File: src/rtl/johnson_burst_sequencer.sv
// Burst controller that runs an N-stage Johnson ring for a commanded number of revolutions.
// Optional JSEQ_HOLD_EN adds a hold port that freezes the ring while running.
module johnson_burst_sequencer #(
  parameter int N  = 4,
  parameter int CW = 8
) (
  input  logic            clk,
  input  logic            clear,
  input  logic            cmd_valid,
  output logic            cmd_ready,
  input  logic [CW-1:0]   cmd_cycles,
  input  logic            abort,
`ifdef JSEQ_HOLD_EN
  input  logic            hold,
`endif
  output logic [N-1:0]    Q,
  output logic [2*N-1:0]  phase,
  output logic            phase_valid,
  output logic            busy,
  output logic            done,
  output logic            aborted,
  output logic [CW-1:0]   rev_count
);

  localparam int IW = $clog2(2 * N) + 1;

  typedef enum logic {
    IDLE = 1'b0,
    RUN  = 1'b1
  } state_t;

  state_t        state_q, state_d;
  logic [N-1:0]  q_d;
  logic [CW-1:0] rev_d, tgt_q, tgt_d, rev_inc;
  logic          done_d, aborted_d, hold_eff;
  logic [IW-1:0] ones, idx;

`ifdef JSEQ_HOLD_EN
  assign hold_eff = hold;
`else
  assign hold_eff = 1'b0;
`endif

  assign cmd_ready   = (state_q == IDLE);
  assign busy        = (state_q == RUN);
  assign phase_valid = busy && !hold_eff;
  assign rev_inc     = rev_count + CW'(1);

  always_comb begin
    state_d   = state_q;
    q_d       = Q;
    rev_d     = rev_count;
    tgt_d     = tgt_q;
    done_d    = 1'b0;
    aborted_d = 1'b0;
    case (state_q)
      IDLE: begin
        if (cmd_valid) begin
          tgt_d = cmd_cycles;
          rev_d = '0;
          q_d   = '0;
          if (cmd_cycles != '0) state_d = RUN;
          else                  done_d  = 1'b1;
        end
      end
      RUN: begin
        // abort takes priority over both hold and the final-revolution completion
        if (abort) begin
          q_d       = '0;
          state_d   = IDLE;
          aborted_d = 1'b1;
        end else if (!hold_eff) begin
          q_d = {~Q[0], Q[N-1:1]};
          if (Q == N'(1)) begin
            rev_d = rev_inc;
            if (rev_inc == tgt_q) begin
              state_d = IDLE;
              done_d  = 1'b1;
            end
          end
        end
      end
      default: state_d = IDLE;
    endcase
  end

  always_ff @(posedge clk) begin
    if (clear) begin
      state_q   <= IDLE;
      Q         <= '0;
      rev_count <= '0;
      tgt_q     <= '0;
      done      <= 1'b0;
      aborted   <= 1'b0;
    end else begin
      state_q   <= state_d;
      Q         <= q_d;
      rev_count <= rev_d;
      tgt_q     <= tgt_d;
      done      <= done_d;
      aborted   <= aborted_d;
    end
  end

  // Ring index from population count: MSB set means filling phase (index = ones),
  // otherwise draining phase (index = 2N - ones), all-zero is index 0.
  always_comb begin
    ones = '0;
    for (int unsigned i = 0; i < N; i++) ones = ones + IW'(Q[i]);
    if (Q[N-1])           idx = ones;
    else if (ones == '0)  idx = '0;
    else                  idx = IW'(2 * N) - ones;
    phase = '0;
    for (int unsigned k = 0; k < 2 * N; k++) phase[k] = phase_valid && (idx == IW'(k));
  end

endmodule

File: config.mk
export PLATFORM = sky130hd
export DESIGN_NAME = johnson_burst_sequencer
export DESIGN_NICKNAME = d
export VERILOG_FILES = /design/src/rtl/johnson_burst_sequencer.sv
export SDC_FILE = /design/constraint.sdc
export NUM_CORES = 1
export LEC_CHECK = 0
export ABC_AREA = 1
export CAP_MARGIN = 20
export CORE_MARGIN = 10
export CORE_UTILIZATION = 30
export CTS_CLUSTER_SIZE = 28
export DETAILED_ROUTE_END_ITERATION = 7
export PLACE_DENSITY = 0.52
export SLEW_MARGIN = 25
export SYNTH_ARGS = -nofsm -noshare
export SYNTH_HDL_FRONTEND = slang
export SYNTH_SLANG_ARGS = --single-unit
File: constraint.sdc
create_clock -name clk -period 3.1 [get_ports clk]
set_input_delay 0.62 -clock clk [delete_from_list [all_inputs] [get_ports clk]]
set_output_delay 0.62 -clock clk [all_outputs]
set_load 0.05 [all_outputs]
==> impl_metrics.env <==
export IMPL_wl_met2_mm=1.87
export IMPL_syn_area_um2=1450
export IMPL_finalHoldViolCount=0
export IMPL_fin_crit_sh=1.10
export IMPL_power_leakage_nw=0.867
export IMPL_cts_clk_slew_worst_paths_ps=90
export IMPL_max_cap_violations=0
export IMPL_vias=1511
export IMPL_clock_sinks=23
export IMPL_max_freq_mhz=294
export IMPL_outcome="finished, violations left"
export IMPL_switching_power_mw=0.189
export IMPL_rsz0062_at_grt="yes"
export IMPL_min_period_ps=3400
export IMPL_track_usage=0.107
export IMPL_syn_area_per_cell_um2=6.41
export IMPL_cp_end_kind="output port"
export IMPL_seqCellArea_um2=472
export IMPL_drtIter0Drc=75
export IMPL_numCtsBuffers=3
export IMPL_wl_met3_um=238
export IMPL_worstPathRequired_ps=2480
export IMPL_core_area_um2=4690
export IMPL_cp_max_fo=4
export IMPL_relSlewSlack=0.354
export IMPL_synth_ff_latch_count=23
export IMPL_chipHeight_um=89.5
export IMPL_drt_pass1_iterations=4
export IMPL_cellPowerDensity_nw_per_um2=288
export IMPL_synth_area_top_cells="dfxtp_1 (32%), nand2_1 (16%), inv_1 (9.3%)"
export IMPL_m1WireLength_mm=1.97
export IMPL_start_kind="flop"
export IMPL_synth_flop_cell="dfxtp_1"
export IMPL_irDropWorstVdd_uv=225
export IMPL_syn_inst=226
export IMPL_cts_buffer_depth=2
export IMPL_ant_nets=0
export IMPL_die_width_um=89.5
export IMPL_whs_path_depth=2
export IMPL_cts_tree="done"
export IMPL_gp_congestion=0.775
export IMPL_p_clk_frac=0.304
export IMPL_setup_violations=8
export IMPL_synth_cell_types=26
export IMPL_drive_above_1_share=0.221
export IMPL_drt_wirelength_per_cell_um=12.6
export IMPL_crit_arrival_ps=2780
export IMPL_synth_common_cells="nand2_1 (61), inv_1 (36), nor2_1 (28)"
export IMPL_final_core_util=0.470
export IMPL_drc=0
export IMPL_finalClockSkew_ps=3.92
export IMPL_dp_hpwl_mm=3.16
export IMPL_reg2reg_depth=12
export IMPL_grt_pass1_vias=1478
export IMPL_synthToLayoutAreaGrowth_pct=52.3
export IMPL_routed_top_layer="met4"
export IMPL_final_max_slew_viol_count=0
export IMPL_place_inst=318
export IMPL_synth_top_cell_area_share=0.318
export IMPL_multi_input_area_um2=961
export IMPL_final_setup_worst_slack_ps=-304
export IMPL_cts_hold_fix_buffers=0
export IMPL_violations="negative setup slack"
export IMPL_synth_seq_area_share=0.318
export IMPL_p_sw_frac=0.298
export IMPL_antenna_found_initial=0
export IMPL_h_tree_depth=1
export IMPL_insertion_delay_ps=270
export IMPL_async_flop_share=0
export IMPL_pwr_share_seq=0.491
export IMPL_die_area_um2=8000
export IMPL_synth_most_common_cell="nand2_1"
export IMPL_syn_nets=246
export IMPL_hold_class="reg2reg"
export IMPL_start_util=0.309
export IMPL_grt_first_pass_wirelength_mm=6.85
export IMPL_cts_root_buf="clkbuf_8"
export IMPL_routed_wirelength_mm=4.10
export IMPL_intPower_mw=0.445
export IMPL_num_fill_cells=502
export IMPL_combinationalPowerShare=0.206
export IMPL_final_cells=325
export IMPL_tightest_slew_ps=966
export IMPL_num_rows=25
export IMPL_io_buffers=36
export IMPL_worstSetupPathType="reg2out"
export IMPL_io_pins=37
export IMPL_yosysTopAreaCell="dfxtp_1"
export IMPL_grt_max_degree=24
export IMPL_synth_edf_count=0
export IMPL_vias_per_cell=4.65
export IMPL_yosysWarnings=0
export IMPL_antenna_diode_count=0
export IMPL_overflow=0
export IMPL_nNetsFinal=292
-- final timing paths --
kind	from	slack (ps)	endpoint
max	Q[3]	-300	phase[6]
min	tgt_q[0]	480	tgt_q[0]
min reg2reg	tgt_q[0]	480	tgt_q[0]
max reg2reg	rev_count[0]	1450	busy
-- layer usage --
layer,track usage,up-vias
met4,0.0173,0
li1,-,804
met5,0,-
met1,0.136,681
met3,0.0337,2
met2,0.175,24
-- stage by stage --
step | worst slack (ps) | total power [mW] | hold WS, ps | TNS (ps) | area, um2
floorplan | -286 | 0.394 | 452 | -1600 | 1550
CTS | -329 | 0.645 | 486 | -2100 | 2200
global placement | -71.6 | 0.443 | 470 | -413 | 2080
finish | -304 | 0.634 | 480 | -2160 | 2200
detailed placement | -72.2 | 0.442 | 471 | -423 | 2080
global route | -416 | 0.669 | 506 | -3150 | 2200
-- sequential cells by signal (all words and copies together), names as in the netlist --
register   cells
aborted        1
tgt_q          8
busy           1
rev_count      8
Q              4
done           1
-- power groups by stage --
stage	Sequential, mW	Combinational (mW)	Clock (mW)
after floorplan	0.323	0.0712	0
after global placement	0.318	0.125	0
after detailed placement	0.318	0.124	0
after CTS	0.311	0.130	0.204
after global routing	0.313	0.143	0.214
final	0.311	0.131	0.193
-- kinds of logic (layout without fill, tap and decap cells) --
logic type | Yosys count | in the layout | share of synthesized area
and+or+nand+nor | 124 | 124 | 0.369
buffers and inverters | 42 | 87 | 0.113
AOI/OAI and AO/OA | 28 | 28 | 0.119
DFF | 23 | 23 | 0.318
adders and majority gates | 8 | 8 | 0.0743
xor gates and xnor gates | 1 | 1 | 0.00605
-- layout by cell type (no fill, tap or decap), types with 2 or more instances in the layout --
master	netlist	final
buf_12	0	8
ha_1	7	3
a21oi_2	1	2
ha_4	0	3
nor2_4	1	9
buf_4	1	8
a211oi_1	8	8
nand2_2	4	8
inv_1	36	31
a21oi_1	14	13
dfxtp_4	0	3
clkdlybuf4s50_1	0	28
dfxtp_1	23	20
nor2_2	2	2
nand4_1	2	2
nor2_1	28	20
inv_2	1	5
nand2_1	61	57
clkinv_2	1	2
clkbuf_8	0	3
nand3_1	23	22
-- timing repair --
action,CTS,global route
resized for setup,11,3
pin swaps,8,2
endpoints found under the setup margin,8,8
setup buffers,3,0
hold endpoints to repair,0,0
-- cell type report --
type                            instances  share of cell area
Tap cell                               54              0.0306
Clock inverter                          1             0.00227
Multi-Input combinational cell        161               0.436
Clock buffer                            3              0.0187
Sequential cell                        23               0.214
Timing Repair Buffer                   45               0.232
Inverter                               38              0.0664
-- critical path, cell delays in order, from the launching register on --
cell	delay, ps
dfxtp_4	370
inv_4	40
fa_1	460
inv_1	70
ha_2	180
inv_2	50
ha_4	260
inv_2	40
ha_4	150
ha_4	270
o21ai_4	70
nand3b_1	170
buf_6	160
nor2_4	100
buf_12	140
Power figures use the tool's default switching activity.
